## config.mk

```make
export PLATFORM = sky130hd
export DESIGN_NAME = tt_sweep_eval
export DESIGN_NICKNAME = d
export VERILOG_FILES = /design/src/rtl/tt_eval_pkg.sv /design/src/rtl/tt_lut_mux.sv /design/src/rtl/tt_sweep_eval.sv
export SDC_FILE = /design/constraint.sdc
export NUM_CORES = 1
export LEC_CHECK = 0
export ABC_AREA = 0
export CORE_MARGIN = 2
export CORE_UTILIZATION = 63
export DETAILED_ROUTE_END_ITERATION = 10
export DONT_BUFFER_PORTS = 1
export GPL_TIMING_DRIVEN = 0
export PLACE_DENSITY = 0.85
export SETUP_SLACK_MARGIN = 0.2
export SLEW_MARGIN = 30
export SYNTH_ARGS = -nofsm -noshare
export SYNTH_HDL_FRONTEND = slang
export SYNTH_SLANG_ARGS = --single-unit
```

## constraint.sdc

```tcl
create_clock -name clk -period 2.6 [get_ports clk]
set_input_delay 0.13 -clock clk [delete_from_list [all_inputs] [get_ports clk]]
set_output_delay 0.13 -clock clk [all_outputs]
set_load 0.05 [all_outputs]
```

## src/rtl/tt_eval_pkg.sv

```systemverilog
// tt_eval_pkg: shared FSM states and sizing helpers for the truth-table evaluator
package tt_eval_pkg;
  localparam int N_IN_MAX = 8;
  typedef enum logic [1:0] {IDLE, SWEEP, DONE} state_t;
  function automatic int tt_width(input int n);
    return 1 << n;
  endfunction
endpackage

```

## src/rtl/tt_lut_mux.sv

```systemverilog
// tt_lut_mux: combinational select of one truth-table row
module tt_lut_mux #(
  parameter int N_IN = 4,
  parameter int TT_W = 16
) (
  input  logic [TT_W-1:0] tt,
  input  logic [N_IN-1:0] sel,
  output logic            y
);
  assign y = tt[sel];
endmodule

```

## src/rtl/tt_sweep_eval.sv

```systemverilog
// tt_sweep_eval: loadable truth-table evaluator with streamed and exhaustive-sweep modes; TT_SWEEP_MISMATCH_CNT_EN adds mismatch_cnt
module tt_sweep_eval
  import tt_eval_pkg::*;
#(
  parameter int           N_IN   = 4,
  parameter int           TT_W   = tt_width(N_IN),
  parameter logic [255:0] TT_RST = 256'h2FC7
) (
  input  logic            clk,
  input  logic            rst,
  input  logic            cfg_we,
  input  logic [TT_W-1:0] cfg_tt,
  input  logic            in_valid,
  output logic            in_ready,
  input  logic [N_IN-1:0] in_vec,
  output logic            out_valid,
  input  logic            out_ready,
  output logic            out_bit,
  input  logic            sweep_start,
  input  logic [TT_W-1:0] expected_tt,
  output logic            sweep_busy,
  output logic            sweep_done,
  output logic            sweep_match,
`ifdef TT_SWEEP_MISMATCH_CNT_EN
  output logic [N_IN:0]   mismatch_cnt,
`endif
  output logic [TT_W-1:0] sweep_tt
);
  state_t state, state_n;
  logic [TT_W-1:0] tt, exp_l, tt_next;
  logic [N_IN-1:0] idx, sel;
  logic lut_bit, start_acc, xfer, last;
  assign sel = state == SWEEP ? idx : in_vec;
  tt_lut_mux #(.N_IN(N_IN), .TT_W(TT_W)) u_lut (.tt(tt), .sel(sel), .y(lut_bit));
  // Handshake, sweep control and the table as it will look after this sweep row
  always_comb begin
    in_ready = !rst && state == IDLE && !sweep_start && (!out_valid || out_ready);
    xfer = in_valid && in_ready;
    start_acc = state == IDLE && sweep_start && !out_valid;
    last = state == SWEEP && &idx;
    state_n = state == DONE ? IDLE : last ? DONE : start_acc ? SWEEP : state;
    sweep_busy = state == SWEEP;
    sweep_done = state == DONE;
    tt_next = sweep_tt;
    tt_next[idx] = lut_bit;
  end
  // State register
  always_ff @(posedge clk or posedge rst)
    if (rst) state <= IDLE;
    else state <= state_n;
  // Truth table; frozen during a sweep so every row sees the same function
  always_ff @(posedge clk or posedge rst)
    if (rst) tt <= TT_RST[TT_W-1:0];
    else if (cfg_we && state != SWEEP) tt <= cfg_tt;
  // Stream result register with hold under backpressure
  always_ff @(posedge clk or posedge rst)
    if (rst) begin
      out_valid <= 1'b0;
      out_bit <= 1'b0;
    end else if (xfer) begin
      out_valid <= 1'b1;
      out_bit <= lut_bit;
    end else if (out_ready) out_valid <= 1'b0;
  // Sweep row walk, table rebuild and final comparison
  always_ff @(posedge clk or posedge rst)
    if (rst) begin
      idx <= '0;
      exp_l <= '0;
      sweep_tt <= '0;
      sweep_match <= 1'b0;
    end else if (start_acc) begin
      idx <= '0;
      exp_l <= expected_tt;
      sweep_tt <= '0;
      sweep_match <= 1'b0;
    end else if (state == SWEEP) begin
      if (!last) idx <= idx + 1'b1;
      sweep_tt <= tt_next;
      if (last) sweep_match <= tt_next == exp_l;
    end
`ifdef TT_SWEEP_MISMATCH_CNT_EN
  // Per-row disagreement count against the golden table
  always_ff @(posedge clk or posedge rst)
    if (rst) mismatch_cnt <= '0;
    else if (start_acc) mismatch_cnt <= '0;
    else if (state == SWEEP && lut_bit != exp_l[idx]) mismatch_cnt <= mismatch_cnt + 1'b1;
`endif
endmodule

```

# After elaboration in Yosys (flattened, before gate mapping)
# Index checks and enable logic that the tools add are counted.
totals:
  reg_bits: 57
  latchBits: 0
  mem_bits_rw: 0
  rom_bits: 0
  inputBits: 42
  out_inout_bits: 22
  elab_cells: 57
  memories: 0
op_classes:
  addsub: 1
  n_mul: 0
  div: 0
  magnitude_cmp: 3
  n_eq_ne: 5
  shift: 0
  n_mux: 19
  bitwise_logic: 0
  n_reduce_logical: 21
ops:
  columns: ["operator", "count"]
  rows:
  - ["16-bit two-way mux", 2]
  - ["16-bit bitwise mux", 1]
  - ["16-bit equality test", 1]
  - ["4-bit two-way mux", 4]
  - ["4-bit by 5-bit < comparator with 1-bit output (second input constant)", 2]
  - ["1-bit logical AND", 9]
  - ["1-bit two-way mux", 7]
  - ["2-bit two-way mux", 3]
  - ["2-bit nonzero test", 3]
  - ["4-bit by 1-bit adder with 4-bit output (second input constant)", 1]
  - ["1-bit binary-select mux with 4-bit select", 1]
  - ["1-bit demux with 4-bit select", 1]
  - ["4-bit by 1-bit >= comparator with 1-bit output (second input constant)", 1]
  - ["2-bit AND reduction", 2]
  - ["4-bit AND reduction", 1]
  - ["1-bit zero test", 3]
  - ["3-bit nonzero test", 1]
  - ["2-bit by 1-bit equality test with 1-bit output (second input constant)", 1]
  - ["2-bit equality test (second input constant)", 1]
  - ["2-bit zero test", 1]
  - ["2-bit by 1-bit != test with 1-bit output (second input constant)", 1]
  - ["2-bit != test (second input constant)", 1]
  - ["1-bit logical OR", 1]

# Longest topological paths before layout
depth:
  ltp_word: 9
  ltp_mapped: 11
  ltp_nobuf: 9

# Hierarchy
# A second synthesis with hierarchy kept.
unflattened:
  cells_unflattened: 297
  hier_area_um2: 3183.1
modules_own_cells:
  columns: ["mod", "n_inst", "cells_per_inst", "area_each_um2", "seq_area_each_um2"]
  rows:
  - ["tt_sweep_eval", 1, 290, 3047.9, 1438.9]
  - ["tt_lut_mux", 1, 7, 135.1, 0.0]

# Least setup slack after synthesis
# No wires, ideal clock.
synth_timing:
  path_type: "reg2reg"
  from: "reg state[0]"
  to: "reg sweep_match"
  setup_time_ns: 0.092
  t_arrival_ns: 2.069
  t_required_ns: 2.508
  path_slack_ns: 0.440
  stages_incl_launch_ff: 9
  path_buffers: 1
  synth_period_minus_slack_ns: 2.160
  path_cell_list: "dfrtp_1 > and3b_1 > buf_6 > a21oi_1 > nand2_1 > a211oi_2 > a22o_4 > mux2_4 > o31ai_2"
synth_via:
  elab_chain_cells: 9
synth_lines:
  columns: ["element", "line_no", "text"]
  rows:
  - ["start: declaration", "tt_sweep_eval.sv:29", "state_t state, state_n;"]
  - ["start signal: assignment", "tt_sweep_eval.sv:50", "else state <= state_n;"]
  - ["2-bit by 1-bit equality test with 1-bit output", "tt_sweep_eval.sv:33, tt_sweep_eval.sv:40, tt_sweep_eval.sv:76", null]
  - ["4-bit two-way mux", "tt_sweep_eval.sv:33", "assign sel = state == SWEEP ? idx : in_vec;"]
  - ["1-bit binary-select mux with 4-bit select", "tt_lut_mux.sv:10", "assign y = tt[sel];"]
  - ["1-bit two-way mux (implied by the code)", "tt_lut_mux.sv:10", null]
  - ["16-bit bitwise mux", "tt_sweep_eval.sv:45", "tt_next[idx] = lut_bit;"]
  - ["16-bit equality test", "tt_sweep_eval.sv:79", "if (last) sweep_match <= tt_next == exp_l;"]
  - ["1-bit two-way mux", "tt_sweep_eval.sv:79", null]
  - ["1-bit two-way mux", "tt_sweep_eval.sv:76", "end else if (state == SWEEP) begin"]
  - ["1-bit two-way mux", "tt_sweep_eval.sv:71", "end else if (start_acc) begin"]
  - ["end signal: assignment", "tt_sweep_eval.sv:79", null]
  - ["end: declaration", "tt_sweep_eval.sv:23", "output logic sweep_match,"]
# Several ways; a longest one is shown, not always the timed one. The select of a mux whose other input is x is not followed.
# A chain may end at the register's enable or synchronous reset.

# Worst setup path after layout
layout_timing:
  from: "reg idx[3]"
  to: "reg sweep_match"
layout_via:
  elab_chain_cells: 9
layout_lines:
  columns: ["element", "line_no", "text"]
  rows:
  - ["start: declaration", "tt_sweep_eval.sv:31", "logic [N_IN-1:0] idx, sel;"]
  - ["start signal: assignment", "tt_sweep_eval.sv:77", "if (!last) idx <= idx + 1'b1;"]
  - ["4-bit by 5-bit < comparator with 1-bit output (implied by the code) or 4-bit by 1-bit >= comparator with 1-bit output (tied branches)", "tt_sweep_eval.sv:45", null]
  - ["1-bit logical AND (implied by the code)", "tt_sweep_eval.sv:45", null]
  - ["1-bit two-way mux (implied by the code)", "tt_sweep_eval.sv:45", null]
  - ["1-bit demux with 4-bit select", "tt_sweep_eval.sv:45", null]
  - ["16-bit bitwise mux", "tt_sweep_eval.sv:45", null]
  - ["16-bit equality test", "tt_sweep_eval.sv:79", null]
  - ["1-bit two-way mux", "tt_sweep_eval.sv:79", null]
  - ["1-bit two-way mux", "tt_sweep_eval.sv:76", null]
  - ["1-bit two-way mux", "tt_sweep_eval.sv:71", null]
# Several ways; a longest one is shown, not always the timed one. The select of a mux whose other input is x is not followed.

==> results.sh <==
export IMPL_syn_cell_area_um2=3240
export IMPL_synth_seq_cells=57
export IMPL_static_leakage_power_nw=1.77
export IMPL_hold_path_cell_count=2
export IMPL_timing_critical_path_fanout_max=10
export IMPL_worstPathCellList="clkbuf_4 -> nand3_1 -> and3_1 -> a2111oi_2 -> nand4_1 -> nor3_2 -> nand4_1 -> o31ai_2"
export IMPL_hold_path_startpoint="in_valid"
export IMPL_worstReg2RegEnd="sweep_match$_DFFE_PP0P_"
export IMPL_layout_skew_ns=0.0114
export IMPL_drc=0
export IMPL_crit_buf_inv=1
export IMPL_floorplan_die_width_um=75.7
export IMPL_grt_max_degree=36
export IMPL_grt_met3_usage_pct=6.88
export IMPL_critPathMaxStageDelay_ns=0.54
export IMPL_cp_capture_type="register"
export IMPL_worst_r2r_setup_slack_ns=0.27
export IMPL_critPathMostFrequentCell="sky130_fd_sc_hd__nand4_1"
export IMPL_timing_worst_slew_pin_value_ns=0.949
export IMPL_summed_negative_setup_slack_over_all_endpoints_ns=0
export IMPL_outcome="finished clean"
export IMPL_worst_endpoint_arrival_ns=2.58
export IMPL_postLayoutSetupSlackWorst_ns=0.267
export IMPL_root_buffer="sky130_fd_sc_hd__clkbuf_8"
export IMPL_yosysTopAreaCell="sky130_fd_sc_hd__dfrtp_1"
export IMPL_synth_yosys_warnings=0
export IMPL_timing_worst_setup_path_type="reg2reg"
export IMPL_areaGrowthSynthToFinish_pct=25.2
export IMPL_numPortBuffers=0
export IMPL_dr_total_vias=2967
export IMPL_ys_top_cells_by_area="sky130_fd_sc_hd__dfrtp_1 36%, sky130_fd_sc_hd__dfstp_2 8.1%, sky130_fd_sc_hd__nand2_1 7.6%"
export IMPL_maxSlewViolCount=0
export IMPL_synth_yosys_seq_area_share_pct=44.4
export IMPL_final_util_pct=80.5
export IMPL_fill_cells=315
export IMPL_placement_rows=26
export IMPL_synth_enable_flop_cells=0
export IMPL_r2r_cells=8
export IMPL_whs_ns=0.0195
export IMPL_maxCapViolations=0
export IMPL_hpwlAfterDp_um=5960
export IMPL_number_of_buffers_on_the_longest_clock_path=2
export IMPL_critical_path_top_delay_family="simple AND/OR/NAND/NOR gates"
export IMPL_post_route_cell_area_um2=4060
export IMPL_start_util_pct=64.3
export IMPL_worst_r2r_startpoint="idx[3]$_DFFE_PP0P_"
export IMPL_clkTransAtPathRegs_ns=0.07
export IMPL_synth_fp_nets=401
export IMPL_gp_congestion=0.900
export IMPL_synthMostInstantiatedCell="sky130_fd_sc_hd__nand2_1"
export IMPL_clock_insertion_delay_worst_skew_ns=0.34
export IMPL_cp_slowest_cell="sky130_fd_sc_hd__dfrtp_1"
export IMPL_drt_wirelength_per_cell_um=18.6
export IMPL_number_of_h_tree_levels=3
export IMPL_groute_layer_met2_usage_pct=47.9
export IMPL_coreArea_um2=5040
export IMPL_routed_wire_length_um=8970
export IMPL_max_clock_freq_mhz=429
export IMPL_ys_top_cells_by_count="66 x sky130_fd_sc_hd__nand2_1, 47 x sky130_fd_sc_hd__dfrtp_1, 30 x sky130_fd_sc_hd__o21ai_0"
export IMPL_gr_usage_all_layers_pct=32.1
export IMPL_min_period_over_period_pct=89.7
export IMPL_start_kind="register"
export IMPL_pin_count=64
export IMPL_worst_endpoint_required_ns=2.85
export IMPL_die_h_um=75.7
export IMPL_antenna_cells_inserted=0
export IMPL_globalRoute_totalOverflow=0
export IMPL_design_die_area_um2=5740
export IMPL_drtAntennaViolNets=0
export IMPL_via_count_of_the_first_global_routing_pass=2670
export IMPL_finalSetupViolations=0
export IMPL_clock_sink_count=57
export IMPL_cts_made_buffers=9
export IMPL_synth_flop_cell="sky130_fd_sc_hd__dfrtp_1"
export IMPL_syn_inst=355
export IMPL_drive_gt1_share_pct=23.2
export IMPL_timing_slew_headroom_pct=36.6
export IMPL_dr_first_iter_drc_count=331
export IMPL_whs_endpoint="out_bit$_DFFE_PP0P_"
export IMPL_drt_first_pass_iters=5
export IMPL_nNetsFinal=454
export IMPL_rsz0062_at_grt="false"
export IMPL_synth_cell_types=57
export IMPL_post_dp_cell_area_um2=3350
export IMPL_met1_capacity_usage_during_global_routing_pct=46.3
export IMPL_period_needed_ns=2.33
export IMPL_worst_ir_drop_vdd_uv=865
export IMPL_proportion_of_netlist_area_held_by_the_largest_area_contributor_pct=36.3
export IMPL_cellPowerDensity_nw_per_um2=1510
export IMPL_tritoncts="yes"
export IMPL_place_ws_ns=-0.0378
export IMPL_synth_async_reset_ratio_pct=100
export IMPL_average_instance_area_after_synthesis_um2=9.13
export IMPL_grt_first_pass_wirelength_um=13500
export IMPL_grt_antenna_before_repair=0
export IMPL_route_detailed_vias_per_inst=6.14
export IMPL_hold_viol_final=0
export IMPL_holdCritPathClass="in2reg"
export IMPL_global_route_peak_usage_layer="met2"
worst max path at each step:
| stage | depth (start not counted) | slack, ns | end | startpoint |
|---|---|---|---|---|
| 2_1_floorplan | 8 | 0.44 | sweep_match$_DFFE_PP0P_ | state[0]$_DFFE_PP0P_ |
| 6_report | 8 | 0.27 | sweep_match$_DFFE_PP0P_ | idx[3]$_DFFE_PP0P_ |
| 5_1_grt | 10 | 0.17 | sweep_match$_DFFE_PP0P_ | idx[1]$_DFFE_PP0P_ |
| 3_3_place_gp | 10 | -0.03 | sweep_match$_DFFE_PP0P_ | idx[1]$_DFFE_PP0P_ |
| 3_5_place_dp | 10 | -0.04 | sweep_match$_DFFE_PP0P_ | idx[1]$_DFFE_PP0P_ |
| 4_1_cts | 10 | 0.18 | sweep_match$_DFFE_PP0P_ | idx[1]$_DFFE_PP0P_ |
flip-flops by register name (all words and copies together) (netlist names):
name         cells
tt              16
out_bit          1
state            2
idx              4
exp_l           16
sweep_tt        16
sweep_match      1
out_valid        1
metrics by stage:
step                std cells  power [mW]
finish                    483        6.11
global route              483        6.43
CTS                       478        5.73
detailed placement        426        4.77
global placement          425        4.69
floorplan                 355        4.08
area by class of cell:
| class | instances | area (um^2) | share of cell area (%) |
|---|---|---|---|
| multi-input combinational | 256 | 1690 | 41.7 |
| sequential | 57 | 1440 | 35.5 |
| timing repair buffer | 42 | 415 | 10.2 |
| clock buffer | 10 | 138 | 3.39 |
| buffer | 22 | 135 | 3.33 |
| tap | 70 | 87.6 | 2.16 |
| inverter | 20 | 80.1 | 1.97 |
| clock inverter | 6 | 67.6 | 1.66 |
where the power goes:
part	total [mW]	internal, mW	leakage (nW)	switching [mW]
sequential	2.13	1.34	0.701	0.790
combinational	3.14	1.32	0.978	1.82
clock	0.847	0.467	0.0868	0.379
worst reg2reg max path: stages (launching register included):
cell and delay (ns):
sky130_fd_sc_hd__dfrtp_1 0.54, sky130_fd_sc_hd__clkbuf_4 0.29, sky130_fd_sc_hd__nand3_1 0.11, sky130_fd_sc_hd__and3_1 0.22, sky130_fd_sc_hd__a2111oi_2 0.31, sky130_fd_sc_hd__nand4_1 0.15
sky130_fd_sc_hd__nor3_2 0.23, sky130_fd_sc_hd__nand4_1 0.17, sky130_fd_sc_hd__o31ai_2 0.23
routing by layer:
layer,vias to the layer above,share of wire (%)
met1,1400,44
met3,23,9.1
met4,0,1.8
met5,-,0
li1,1369,-
met2,175,45
placed cells by master (no fill, tap or decap), types with 10 or more instances in the layout:
cell	instances
sky130_fd_sc_hd__dfstp_2	10
sky130_fd_sc_hd__clkbuf_8	10
sky130_fd_sc_hd__dlygate4sd3_1	35
sky130_fd_sc_hd__o21ai_0	29
sky130_fd_sc_hd__a21oi_1	22
sky130_fd_sc_hd__nor2_1	13
sky130_fd_sc_hd__mux2_2	18
sky130_fd_sc_hd__inv_1	17
sky130_fd_sc_hd__dfrtp_1	44
sky130_fd_sc_hd__o21ai_1	12
sky130_fd_sc_hd__nand2_1	66
timing repair:
action,CTS,global route
pin swaps,1,4
hold endpoints to repair,90,0
setup endpoints to repair,11,18
buffers inserted,1,5
hold buffers,35,0
gates resized for setup,7,34
cells by family after synthesis:
| family | count (synthesis) | share of synthesized area (%) |
|---|---|---|
| multiplexers | 22 | 7.64 |
| AO/OA/AOI/OAI | 110 | 22.2 |
| flip-flops | 57 | 44.4 |
| XOR/XNOR | 11 | 2.97 |
| adder cells (fa/ha/maj) | 4 | 1.54 |
| AND/OR/NAND/NOR | 109 | 15.4 |
| buffers and inverters | 42 | 5.87 |
(Power assumes the default switching activity.)
